### src/rtl/rgb_wr_pkg.sv
// Shared frame constants, pixel-pair type and FSM states for the RGB SRAM writer.
package rgb_wr_pkg;

   localparam int unsigned IMG_WIDTH   = 320;
   localparam int unsigned IMG_HEIGHT  = 240;
   localparam logic [17:0] RGB_START   = 18'd146944;
   localparam logic [16:0] FRAME_PAIRS = 17'(IMG_WIDTH * IMG_HEIGHT / 2);

   typedef struct packed {
      logic [7:0] r0;
      logic [7:0] g0;
      logic [7:0] b0;
      logic [7:0] r1;
      logic [7:0] g1;
      logic [7:0] b1;
   } rgb_pair_t;

   typedef enum logic [1:0] {S_IDLE, S_RUN, S_DONE} rgb_wr_state_t;

   // Word sel of a pair: 0 -> {R0,G0}, 1 -> {B0,R1}, 2 -> {G1,B1}.
   function automatic logic [15:0] pair_word(input rgb_pair_t p, input logic [1:0] sel);
      logic [15:0] w;
      case (sel)
         2'd0:    w = {p.r0, p.g0};
         2'd1:    w = {p.b0, p.r1};
         default: w = {p.g1, p.b1};
      endcase
      return w;
   endfunction

endpackage

### src/rtl/rgb_sram_writer_if.sv
// Pixel-pair handshake and SRAM write bus between the converter, writer and arbiter.
interface rgb_sram_writer_if;
   import rgb_wr_pkg::*;

   logic        pix_valid;
   logic        pix_ready;
   rgb_pair_t   pix_data;
   logic        sram_req;
   logic        sram_grant;
   logic [17:0] SRAM_address;
   logic [15:0] SRAM_write_data;
   logic        SRAM_we_n;

   modport master (
      input  pix_valid, pix_data, sram_grant,
      output pix_ready, sram_req, SRAM_address, SRAM_write_data, SRAM_we_n
   );

   modport slave (
      output pix_valid, pix_data, sram_grant,
      input  pix_ready, sram_req, SRAM_address, SRAM_write_data, SRAM_we_n
   );
endinterface

### src/rtl/rgb_pair_fifo.sv
// Synchronous FIFO of pixel pairs; push and pop in the same cycle are legal.
module rgb_pair_fifo
   import rgb_wr_pkg::*;
#(
   parameter int unsigned DEPTH = 4
) (
   input  logic                     Clock,
   input  logic                     Reset,
   input  logic                     push,
   input  rgb_pair_t                din,
   input  logic                     pop,
   output rgb_pair_t                dout,
   output logic                     full,
   output logic                     empty,
   output logic [$clog2(DEPTH):0]   count
);

   localparam int unsigned AW = $clog2(DEPTH);
   localparam int unsigned CW = AW + 1;

   rgb_pair_t   mem_q [DEPTH];
   logic [AW-1:0] wr_ptr_q, rd_ptr_q;
   logic [CW-1:0] cnt_q;
   logic          do_push, do_pop;

   assign full    = (cnt_q == CW'(DEPTH));
   assign empty   = (cnt_q == '0);
   assign do_push = push & ~full;
   assign do_pop  = pop & ~empty;
   assign dout    = mem_q[rd_ptr_q];
   assign count   = cnt_q;

   always_ff @(posedge Clock) begin
      if (do_push) begin
         mem_q[wr_ptr_q] <= din;
      end
   end

   always_ff @(posedge Clock) begin
      if (Reset) begin
         wr_ptr_q <= '0;
         rd_ptr_q <= '0;
         cnt_q    <= '0;
      end else begin
         if (do_push) wr_ptr_q <= wr_ptr_q + AW'(1);
         if (do_pop)  rd_ptr_q <= rd_ptr_q + AW'(1);
         cnt_q <= cnt_q + CW'(do_push) - CW'(do_pop);
      end
   end

endmodule

### src/rtl/rgb_sram_writer.sv
// Packs converted RGB pixel pairs into three 16-bit words each and writes one frame to SRAM.
// Defining RGB_WR_STATS_EN adds stall_cycles/underrun_cycles counter outputs.
module rgb_sram_writer
   import rgb_wr_pkg::*;
#(
   parameter logic [17:0] RGB_START   = rgb_wr_pkg::RGB_START,
   parameter logic [16:0] FRAME_PAIRS = rgb_wr_pkg::FRAME_PAIRS,
   parameter int unsigned FIFO_DEPTH  = 4
) (
   input  logic                  Clock,
   input  logic                  Reset,
   input  logic                  Start,
   output logic                  Stop,
   rgb_sram_writer_if.master     bus
`ifdef RGB_WR_STATS_EN
   ,
   output logic [23:0]           stall_cycles,
   output logic [23:0]           underrun_cycles
`endif
);

   localparam int unsigned CW = $clog2(FIFO_DEPTH) + 1;

   rgb_wr_state_t state_q, state_d;
   logic [16:0]   pair_cnt_q, pair_cnt_d;
   logic [1:0]    word_sel_q, word_sel_d;
   logic [17:0]   addr_q, addr_d;
   logic [15:0]   data_q, data_d;
   logic          we_n_q, we_n_d;
   logic          pix_ready_q, pix_ready_d;
   logic          push, pop, wr_go;
   logic          fifo_full, fifo_empty;
   logic [CW-1:0] fifo_count;
   rgb_pair_t     head;

   assign push  = bus.pix_valid & pix_ready_q;
   assign wr_go = (state_q == S_RUN) & ~fifo_empty & bus.sram_grant;

   rgb_pair_fifo #(
      .DEPTH (FIFO_DEPTH)
   ) u_fifo (
      .Clock (Clock),
      .Reset (Reset),
      .push  (push),
      .din   (bus.pix_data),
      .pop   (pop),
      .dout  (head),
      .full  (fifo_full),
      .empty (fifo_empty),
      .count (fifo_count)
   );

   always_comb begin
      state_d    = state_q;
      pair_cnt_d = pair_cnt_q;
      word_sel_d = word_sel_q;
      addr_d     = addr_q;
      data_d     = data_q;
      we_n_d     = 1'b1;
      pop        = 1'b0;
      unique case (state_q)
         S_IDLE, S_DONE: begin
            if (Start) begin
               state_d    = S_RUN;
               pair_cnt_d = '0;
               word_sel_d = '0;
            end
         end
         S_RUN: begin
            if (wr_go) begin
               addr_d = RGB_START + 18'(pair_cnt_q) * 18'd3 + 18'(word_sel_q);
               data_d = pair_word(head, word_sel_q);
               we_n_d = 1'b0;
               if (word_sel_q == 2'd2) begin
                  word_sel_d = '0;
                  pop        = 1'b1;
                  pair_cnt_d = pair_cnt_q + 17'd1;
                  if (pair_cnt_q == FRAME_PAIRS - 17'd1) state_d = S_DONE;
               end else begin
                  word_sel_d = word_sel_q + 2'd1;
               end
            end
         end
         default: state_d = S_IDLE;
      endcase
      // Ready is registered, so it must fall on the same edge the FIFO becomes full.
      pix_ready_d = (state_d == S_RUN) &&
                    !((fifo_full && !pop) ||
                      (fifo_count == CW'(FIFO_DEPTH - 1) && push && !pop));
   end

   always_ff @(posedge Clock) begin
      if (Reset) begin
         state_q     <= S_IDLE;
         pair_cnt_q  <= '0;
         word_sel_q  <= '0;
         addr_q      <= '0;
         data_q      <= '0;
         we_n_q      <= 1'b1;
         pix_ready_q <= 1'b0;
      end else begin
         state_q     <= state_d;
         pair_cnt_q  <= pair_cnt_d;
         word_sel_q  <= word_sel_d;
         addr_q      <= addr_d;
         data_q      <= data_d;
         we_n_q      <= we_n_d;
         pix_ready_q <= pix_ready_d;
      end
   end

   assign Stop                = (state_q == S_DONE);
   assign bus.pix_ready       = pix_ready_q;
   assign bus.sram_req        = (state_q == S_RUN) & ~fifo_empty;
   assign bus.SRAM_address    = addr_q;
   assign bus.SRAM_write_data = data_q;
   assign bus.SRAM_we_n       = we_n_q;

`ifdef RGB_WR_STATS_EN
   logic start_go;
   assign start_go = Start & (state_q != S_RUN);

   always_ff @(posedge Clock) begin
      if (Reset || start_go) begin
         stall_cycles    <= '0;
         underrun_cycles <= '0;
      end else if (state_q == S_RUN) begin
         if (!fifo_empty && !bus.sram_grant && stall_cycles != '1) begin
            stall_cycles <= stall_cycles + 24'd1;
         end
         if (fifo_empty && underrun_cycles != '1) begin
            underrun_cycles <= underrun_cycles + 24'd1;
         end
      end
   end
`endif

endmodule

### src/flat_wrapper.sv
// flat-port wrapper written by rule: the top's interface ports become plain ports
module rgb_sram_writer_flat import rgb_wr_pkg::*;
#(
   parameter logic [17:0] RGB_START   = rgb_wr_pkg::RGB_START,
   parameter logic [16:0] FRAME_PAIRS = rgb_wr_pkg::FRAME_PAIRS,
   parameter int unsigned FIFO_DEPTH  = 4
)
  (Clock, Reset, Start, Stop, bus_pix_valid, bus_pix_data, bus_sram_grant, bus_pix_ready, bus_sram_req, bus_SRAM_address, bus_SRAM_write_data, bus_SRAM_we_n);
  rgb_sram_writer_if bus_i ();
  input  logic Clock;
  input  logic Reset;
  input  logic Start;
  output logic Stop;
  input wire logic [$bits(bus_i.pix_valid)-1:0] bus_pix_valid;
  input wire logic [$bits(bus_i.pix_data)-1:0] bus_pix_data;
  input wire logic [$bits(bus_i.sram_grant)-1:0] bus_sram_grant;
  output wire logic [$bits(bus_i.pix_ready)-1:0] bus_pix_ready;
  output wire logic [$bits(bus_i.sram_req)-1:0] bus_sram_req;
  output wire logic [$bits(bus_i.SRAM_address)-1:0] bus_SRAM_address;
  output wire logic [$bits(bus_i.SRAM_write_data)-1:0] bus_SRAM_write_data;
  output wire logic [$bits(bus_i.SRAM_we_n)-1:0] bus_SRAM_we_n;
  assign bus_i.pix_valid = bus_pix_valid;
  assign bus_i.pix_data = bus_pix_data;
  assign bus_i.sram_grant = bus_sram_grant;
  assign bus_pix_ready = bus_i.pix_ready;
  assign bus_sram_req = bus_i.sram_req;
  assign bus_SRAM_address = bus_i.SRAM_address;
  assign bus_SRAM_write_data = bus_i.SRAM_write_data;
  assign bus_SRAM_we_n = bus_i.SRAM_we_n;
  rgb_sram_writer #(.RGB_START(RGB_START), .FRAME_PAIRS(FRAME_PAIRS), .FIFO_DEPTH(FIFO_DEPTH)) u_core (.Clock(Clock), .Reset(Reset), .Start(Start), .Stop(Stop), .bus(bus_i));
endmodule
### config.mk
export PLATFORM = sky130hd
export DESIGN_NAME = rgb_sram_writer_flat
export DESIGN_NICKNAME = d
export VERILOG_FILES = /design/src/rtl/rgb_wr_pkg.sv /design/src/rtl/rgb_sram_writer_if.sv /design/src/rtl/rgb_pair_fifo.sv /design/src/rtl/rgb_sram_writer.sv /design/src/flat_wrapper.sv
export SDC_FILE = /design/constraint.sdc
export NUM_CORES = 1
export LEC_CHECK = 0
export ABC_AREA = 1
export BUFFER_PORTS_ARGS = -buffer_cell sky130_fd_sc_hd__buf_2
export CORE_MARGIN = 4
export CORE_UTILIZATION = 30
export CTS_BUF_LIST = sky130_fd_sc_hd__clkbuf_2 sky130_fd_sc_hd__clkbuf_4 sky130_fd_sc_hd__clkbuf_8
export CTS_CLUSTER_DIAMETER = 50
export DETAILED_ROUTE_END_ITERATION = 8
export PLACE_DENSITY = 0.58
export RECOVER_POWER = 100
export SETUP_SLACK_MARGIN = 0.4
export SYNTH_ARGS = -nofsm -noshare
export SYNTH_HDL_FRONTEND = slang
export SYNTH_HIERARCHICAL = 1
export SYNTH_SLANG_ARGS = --single-unit
### constraint.sdc
create_clock -name Clock -period 3.95 [get_ports Clock]
set_input_delay 0.1975 -clock Clock [delete_from_list [all_inputs] [get_ports Clock]]
set_output_delay 0.1975 -clock Clock [all_outputs]
set_load 0.005 [all_outputs]
==> reports/qor.csv, run 1 <==
stage,metric,value,unit
final_layout,fin cells,1870,
critical_path,CP Launch Type,flip-flop,
die,Die Ht,205.9,microns
cts,CTS resizes,0,
cts,Clock Sink Count,258,
critical_path,Buf/Inv on CP,1,
cts,Clock Pin Slew Worst Setup and Hold Paths,0.06,ns
synthesis,synthesized net count,1269,
synthesis,top-count cell post-synth,nand2_1,
synthesis,syn avg cell area,10.08,sq um
timing,Final period util,76.01,%
power_and_ir_drop,pwr/cell area,407.0,mW/mm^2
routing,average wire per standard cell,15.89,microns
routing,DRC Markers,0,
synthesis,"FF+latch count, synth",258,
synthesis,Cells after Synth,1165,
power_and_ir_drop,Sw Share,23.14,%
final_layout,Area growth syn-to-layout,17.68,%
critical_path,critical path arrival,3.24,ns
cts,CTS Buf Count,45,
synthesis,top cell type's share of synthesized area,49.07,%
die,DIE AREA,0.04239,sq mm
routing,Post-DRT Antenna Nets,0,
final_layout,post-layout util,35.77,%
die,Initial Utilization,30.40,%
timing,Slew Limit Headroom,-18.04,%
cts,CTS H-tree depth,2,
timing,RSZ-0062 raised after global routing,no,
critical_path,Setup Crit Path Kind,flip-flop to flip-flop,
synthesis,fraction of registers with async set/reset,0,%
global_routing,Tot GR Track Use,14.01,%
synthesis,Synth Warn #,6,
timing,Slew Limit Fails,200,
routing,via count,8612,
die,Die X,205.9,microns
final_layout,nets,1418,
synthesis,commonest cells in the netlist,"213 x nand2_1, 192 x edfxtp_1, 155 x nor2_1",
placed_design,DP HPWL,19130,microns
cts,CTS tree,built,
critical_path,CP Cell Sequence,nor2_1 > nand2_1 > nand2_1 > nor2_1 > buf_4,
synthesis,sequential fraction of the synthesis area,60.32,%
critical_path,"Max FO, Critical Path",18,
power_and_ir_drop,Reg power frac,53.1,%
critical_path,"slowest stage delay, CP",1.31,ns
synthesis,"area leader, netlist",edfxtp_1,
synthesis,mapped cell area,0.01175,sq mm
final_layout,FILL cells,3977,
hold_path,worst min path class,input pin to flip-flop,
die,Core Footprint,0.03865,sq mm
placed_design,routability cong.,0.8639,
timing,clock skew,0.01698,ns
placed_design,IO buf count,90,
synthesis,Yosys cell types,39,
routing,Total Wirelength,29710,microns
global_routing,first-pass GRT wire length,46690,microns
timing,Final TNS setup,0,ns
power_and_ir_drop,Clock power frac,42.0,%
global_routing,largest net degree at the start of global routing,97,
synthesis,Post-synth EDFFs,192,
power_and_ir_drop,NetSw,1.302,mW
timing,"Hold Vio Cnt, Final",0,
timing,Fmax,333.1,MHz
placed_design,Placed Cells,1736,
critical_path,CP top delay family,simple AND/OR/NAND/NOR gates,
cts,Post-CTS Setup Inserts,0,
die,I/O pin cnt,91,
die,site row count,72,
synthesis,Synth Flop Type,edfxtp_1,
status,violated checks,"max-capacitance violations, max-slew violations",
power_and_ir_drop,peak supply drop,0.0003073,V
cts,clk buf depth,3,
power_and_ir_drop,Leakage,5.421,nW
cts,CTS root buf,clkbuf_8,
timing,Final setup viols,0,
global_routing,vias in the first global route,8520,
cts,worst-skew pair later-pin latency,0.57,ns
status,status,finished with violations,
global_routing,initial antenna violation count,0,
placed_design,DP Worst Slack,1.442,ns
final_layout,Multi-input gate area,0.003817,sq mm
routing,routed vias/inst,4.605,
global_routing,total gr overflow,0,
critical_path,R2R setup slack,0.95,ns
timing,Worst-Margin Slew,1.771,ns
run,MaxCap Viol Count,5,
critical_path,"Req. time, crit path",4.19,ns
power_and_ir_drop,Logic pwr share,5.0,%
power_and_ir_drop,Pint,4.325,mW
final_layout,Seq. cell area,0.007088,sq mm
timing,Final WS setup,0.9476,ns
critical_path,Setup crit end kind,flip-flop,
synthesis,main area contributors after synthesis,"edfxtp_1 49%, dfxtp_1 11%, nand2_1 6.8%",
timing,Final min period,3.002,ns
routing,Iteration-0 DRC Markers,539,
final_layout,share of layout cells above drive strength 1,8.296,%
routing,first-pass detailed-route iteration total,5,
critical_path,Slowest cell on crit path,nor2_1,
[worst paths after layout]
path	cells past startpoint	end	start
hold / removal	2	u_core/pair_cnt_q[13]	Reset
setup / recovery	5	u_core/u_fifo/mem_q[2][41]	u_core/u_fifo/count[1]
setup reg to reg	5	u_core/u_fifo/mem_q[2][41]	u_core/u_fifo/count[1]
hold reg to reg	2	u_core/u_fifo/rd_ptr_q[0]	u_core/u_fifo/rd_ptr_q[0]
[power by group through the flow]
stage	Clock, mW	Sequential [mW]	Combinational (mW)
after floorplan	0	3.04	0.137
after global placement	0	3.04	0.251
after detailed placement	0	3.04	0.255
after CTS	2.44	2.99	0.299
after global routing	2.58	2.99	0.315
final	2.36	2.99	0.279
[kinds of logic after synthesis]
kind of cell    after synthesis  synth area share (%)
buf+inv                     177                 6.965
xor+xnor                      5                0.3728
simple gates                447                 15.85
compound gates              227                 10.87
flops                       258                 60.32
fa+ha+maj                    51                 5.623
[sequential cells by signal (all words and copies together), names as in the netlist, named ones only]
signal	cells
u_core/u_fifo/count	3
u_core/state_q	2
u_core/bus.SRAM_address	18
u_core/word_sel_q	2
u_core/bus.pix_ready	1
u_core/bus.SRAM_write_data	16
u_core/u_fifo/rd_ptr_q	2
u_core/pair_cnt_q	17
u_core/u_fifo/mem_q	192
u_core/u_fifo/wr_ptr_q	2
u_core/bus.SRAM_we_n	1
[cells in the final DEF (no fill, tap or decap), types with 5 or more instances in the layout]
cell,Yosys,layout
a21oi_1,30,30
a41oi_1,16,16
buf_2,14,13
buf_4,8,6
clkbuf_1,10,80
clkbuf_4,2,13
clkbuf_8,0,45
clkinv_1,0,15
clkinv_2,0,5
dfxtp_1,66,65
dlygate4sd3_1,0,49
edfxtp_1,192,192
ha_1,48,48
inv_1,123,125
nand2_1,213,214
nand3_1,44,46
nand4_1,6,6
nor2_1,155,156
nor2_2,12,10
nor3_1,6,7
o21ai_0,114,116
o21ai_1,12,10
o22ai_1,49,49
[metrics by stage]
step | instance area (sq um) | hold slack, ns | power [mW]
after floorplan | 11750 | 0.2687 | 3.178
after global placement | 12630 | 0.4104 | 3.293
after detailed placement | 12630 | 0.4141 | 3.298
after CTS | 13990 | 0.03456 | 5.722
after global routing | 13820 | 0.07701 | 5.886
final | 13830 | 0.05854 | 5.627
[metal layers]
layer / track usage (%) / vias to the layer above / part of all wire [%] / wire length [microns]
met5: 0 / - / 0 / 0
met4: 4.135 / 0 / 2.0 / 580
met3: 2.793 / 46 / 5.6 / 1676
met2: 23.79 / 227 / 48 / 14340
met1: 18.20 / 4051 / 44 / 13110
li1: - / 4288 / - / -
[cell type report]
| cell class | instances | share of cell area (%) |
|---|---|---|
| flip-flops and latches | 258 | 51.27 |
| well taps | 518 | 4.688 |
| clock buffers | 58 | 5.186 |
| diodes | 2 | 0.03620 |
| clock inverters | 25 | 1.077 |
| multi-input cells | 730 | 27.61 |
| inverters | 129 | 3.547 |
| repair buffers | 150 | 6.588 |
[what timing repair did]
item | in CTS | in global routing
setup endpoints to repair | 0 | 0
endpoints found under the hold margin | 193 | 0
hold buffers | 49 | 0
Power figures use the tool's default switching activity.
==> run 2, diff against run 1 <==
--- a/config.mk
+++ b/config.mk
@@ -5,14 +5,14 @@
 export SDC_FILE = /design/constraint.sdc
 export NUM_CORES = 1
 export LEC_CHECK = 0
-export ABC_AREA = 1
+export ABC_AREA = 0
 export BUFFER_PORTS_ARGS = -buffer_cell sky130_fd_sc_hd__buf_2
 export CORE_MARGIN = 4
 export CORE_UTILIZATION = 30
 export CTS_BUF_LIST = sky130_fd_sc_hd__clkbuf_2 sky130_fd_sc_hd__clkbuf_4 sky130_fd_sc_hd__clkbuf_8
 export CTS_CLUSTER_DIAMETER = 50
 export DETAILED_ROUTE_END_ITERATION = 8
-export PLACE_DENSITY = 0.58
+export PLACE_DENSITY = 0.59
 export RECOVER_POWER = 100
 export SETUP_SLACK_MARGIN = 0.4
 export SYNTH_ARGS = -nofsm -noshare
==> constraint.sdc (replaced) <==
create_clock -name Clock -period 2.6 [get_ports Clock]
set_input_delay 0.13 -clock Clock [delete_from_list [all_inputs] [get_ports Clock]]
set_output_delay 0.13 -clock Clock [all_outputs]
set_load 0.005 [all_outputs]
==> reports/qor.csv, run 2 <==
stage,metric,value,unit,change
status,status,finished clean,,
synthesis,fraction of registers with async set/reset,0,%,unchanged
placed_design,DP Worst Slack,0.1005,ns,-1.341 ns
synthesis,"area leader, netlist",edfxtp_1,,
power_and_ir_drop,Logic pwr share,4.0,%,-1.0 points
cts,Clock Sink Count,258,,unchanged
routing,first-pass detailed-route iteration total,4,,-1
global_routing,total gr overflow,0,,unchanged
global_routing,initial antenna violation count,1,,+1
power_and_ir_drop,Clock power frac,43.2,%,+1.2 points
critical_path,R2R Path Start,u_core/word_sel_q[1],,
synthesis,syn avg cell area,14.31,sq um,+42%
routing,via count,6908,,-20%
hold_path,Hold Path Origin,bus_pix_valid,,
timing,Final setup viols,0,,unchanged
hold_path,Worst Hold End,u_core/bus.pix_ready,,
critical_path,critical path arrival,2.91,ns,-0.33 ns
timing,Fmax,407.8,MHz,+22%
final_layout,fin cells,1473,,-21%
placed_design,DP HPWL,15960,microns,-17%
timing,"Hold Vio Cnt, Final",0,,unchanged
synthesis,Cells after Synth,779,,-33%
critical_path,R2R setup slack,0.15,ns,-0.80 ns
critical_path,"Req. time, crit path",3.05,ns,-1.14 ns
synthesis,sequential fraction of the synthesis area,63.56,%,+3.2 points
critical_path,CP Launch Type,flip-flop,,
critical_path,"Max FO, Critical Path",4,,-14
power_and_ir_drop,Sw Share,21.59,%,-1.5 points
routing,Iteration-0 DRC Markers,274,,-49%
synthesis,top-count cell post-synth,edfxtp_1,,
synthesis,synthesized net count,883,,-30%
routing,average wire per standard cell,17.02,microns,+7.1%
die,site row count,70,,-2.8%
final_layout,Multi-input gate area,0.003975,sq mm,+4.1%
hold_path,worst min path class,input pin to flip-flop,,
die,Die Ht,200.8,microns,-2.5%
routing,DRC Markers,0,,unchanged
die,Initial Utilization,30.45,%,+0.054 points
synthesis,main area contributors after synthesis,"edfxtp_1 52%, dfxtp_1 12%, mux4_2 9.7%",,
final_layout,max reg flops,192,,unchanged
final_layout,share of layout cells above drive strength 1,22.31,%,+14 points
final_layout,most frequent cells in the layout,"192 x edfxtp_1, 84 x clkbuf_1, 76 x nand2_1, 55 x dfxtp_1, 51 x clkbuf_8",,
global_routing,largest net degree at the start of global routing,53,,-45%
power_and_ir_drop,Reg power frac,52.8,%,-0.3 points
timing,Final WS setup,0.1477,ns,-0.8000 ns
synthesis,Yosys cell types,53,,+36%
power_and_ir_drop,NetSw,1.840,mW,+41%
cts,Clock Pin Slew Worst Setup and Hold Paths,0.06,ns,about the same
placed_design,Placed Cells,1326,,-24%
timing,Final Hold Slack,0.1294,ns,+0.07084 ns
die,Core Footprint,0.03661,sq mm,-5.3%
synthesis,mapped cell area,0.01115,sq mm,-5.1%
cts,clk buf depth,3,,unchanged
timing,Slew Limit Headroom,42.30,%,+60 points
cts,CTS H-tree depth,2,,unchanged
die,DIE AREA,0.04031,sq mm,-4.9%
placed_design,IO buf count,90,,unchanged
routing,routed vias/inst,4.690,,+1.8%
synthesis,commonest cells in the netlist,"192 x edfxtp_1, 76 x nand2_1, 66 x dfxtp_1",,
timing,Final period util,94.32,%,+18 points
die,Die X,200.8,microns,-2.5%
timing,clock skew,0.01783,ns,+0.0008461 ns
final_layout,Seq. cell area,0.007108,sq mm,+0.28%
die,I/O pin cnt,91,,unchanged
power_and_ir_drop,Pwr Total,8.522,mW,+51%
critical_path,Setup crit end kind,flip-flop,,
synthesis,Synth Warn #,6,,unchanged
timing,RSZ-0062 raised after global routing,yes,,
timing,Final min period,2.452,ns,-0.5500 ns
power_and_ir_drop,Pint,6.682,mW,+54%
global_routing,Tot GR Track Use,12.34,%,-1.7 points
final_layout,Area growth syn-to-layout,24.90,%,
synthesis,Synth Flop Type,edfxtp_1,,
critical_path,Setup Crit Path Kind,flip-flop to flip-flop,,
power_and_ir_drop,peak supply drop,0.0004500,V,+46%
critical_path,Worst R2R Path Depth,8,,+3
global_routing,first-pass GRT wire length,40200,microns,-14%
placed_design,routability cong.,0.7635,,-12%
timing,Worst-Margin Slew,0.8655,ns,-0.9051 ns
cts,CTS root buf,clkbuf_8,,
cts,worst-skew pair later-pin latency,0.56,ns,about the same
synthesis,top cell type's share of synthesized area,51.71,%,+2.6 points
power_and_ir_drop,Leakage,4.654,nW,-14%
final_layout,"commonest non-fill, non-tap cell in the layout",edfxtp_1,,
hold_path,Worst Hold Depth,6,,+4
run,MaxCap Viol Count,0,,-5
final_layout,FILL cells,3469,,-13%
timing,Final TNS setup,0,ns,unchanged
cts,CTS Buf Count,43,,-4.4%
routing,Post-DRT Antenna Nets,0,,unchanged
global_routing,vias in the first global route,7193,,-16%
critical_path,reg2reg end,u_core/bus.SRAM_address[13],,
synthesis,Post-synth EDFFs,192,,unchanged
final_layout,largest register by flop count,u_core/u_fifo/mem_q,,
routing,Total Wirelength,25070,microns,-16%
final_layout,nets,1073,,-24%
power_and_ir_drop,pwr/cell area,612.0,mW/mm^2,+50%
cts,CTS tree,built,,
timing,Slew Limit Fails,0,,-100%
synthesis,"FF+latch count, synth",258,,unchanged
-- run 2: changes by cell type after synthesis, moves of 15 or more --
| cell | delta |
|---|---|
| nand2_1 | -137 |
| o21ai_0 | -81 |
| a21oi_1 | +18 |
| mux2i_1 | +19 |
| inv_1 | -90 |
| nand3_1 | -26 |
| a41oi_1 | -16 |
| clkbuf_1 | +15 |
| mux4_2 | +48 |
| nor2_1 | -123 |
| o22ai_1 | -49 |
-- run 2: worst max path at each step --
stage	startpoint	endpoint	slack, ns	cells past startpoint
floorplan	u_core/u_fifo/count[0]	u_core/u_fifo/count[2]	0.16	14
global placement	u_core/word_sel_q[1]	u_core/bus.SRAM_address[13]	0.17	8
detailed placement	u_core/pair_cnt_q[4]	u_core/bus.SRAM_address[16]	0.10	7
CTS	u_core/word_sel_q[1]	u_core/bus.SRAM_address[13]	0.24	8
global route	u_core/word_sel_q[1]	u_core/bus.SRAM_address[13]	0.09	8
finish	u_core/word_sel_q[1]	u_core/bus.SRAM_address[13]	0.15	8
-- run 2: cells by family (layout without fill, tap and decap cells) --
group                    after synthesis  in the layout  synth area share [%]
flip-flops                           258            258                 63.56
AND/OR/NAND/NOR                      196            196                 8.664
AO/OA/AOI/OAI                        117            117                 6.228
buffers and inverters                 71            296                 2.727
multiplexers                          67             67                 11.40
adder cells (fa/ha/maj)               51             51                 5.925
XOR/XNOR                              19             19                 1.493
other                                  0              1                     0
-- run 2: power groups by stage --
stage          registers (mW)  logic (mW)  clock network [mW]
6_report                 4.50       0.338                3.68
5_1_grt                  4.50       0.378                4.04
4_1_cts                  4.50       0.369                3.82
3_5_place_dp             4.59       0.300                   0
3_3_place_gp             4.59       0.295                   0
2_1_floorplan            4.59       0.138                   0
-- run 2: area by class of cell --
cell class | instances | share of cell area (%)
clock inverter | 12 | 0.6110
multi-input combinational | 450 | 28.54
sequential | 258 | 51.04
antenna | 1 | 0.01797
tap | 468 | 4.205
timing repair buffer | 183 | 8.715
clock buffer | 68 | 5.957
inverter | 33 | 0.9075
-- run 2: per-layer routing --
metal  GRT usage [%]  vias up  share of wire [%]
met5               0        -                  0
met4           3.024        0                1.8
met3           2.843       41                4.8
met2           21.24      146                 50
met1           15.86     3380                 44
li1                -     3341                  -
-- run 2: critical path, stage by stage, from the launching register on --
cell	delay, ns
dfxtp_2	0.33
fa_2	0.56
ha_1	0.20
fa_2	0.23
a21oi_2	0.06
o22a_2	0.22
o211a_4	0.25
or3_1	0.30
a311oi_1	0.20
-- run 2: timing repair --
item / CTS / global route
pin swaps: 19 / 10
resized for setup: 26 / 21
hold buffers: 49 / 0
setup endpoints to repair: 14 / 14
hold endpoints to repair: 195 / 0
setup buffers: 15 / 2
-- run 2: stage by stage --
stage | utilization, % | area (sq um)
2_1_floorplan | - | 11220
3_3_place_gp | 33.87 | 12400
3_5_place_dp | 33.87 | 12400
4_1_cts | 38.39 | 14060
5_1_grt | 38.04 | 13930
6_report | 38.04 | 13930
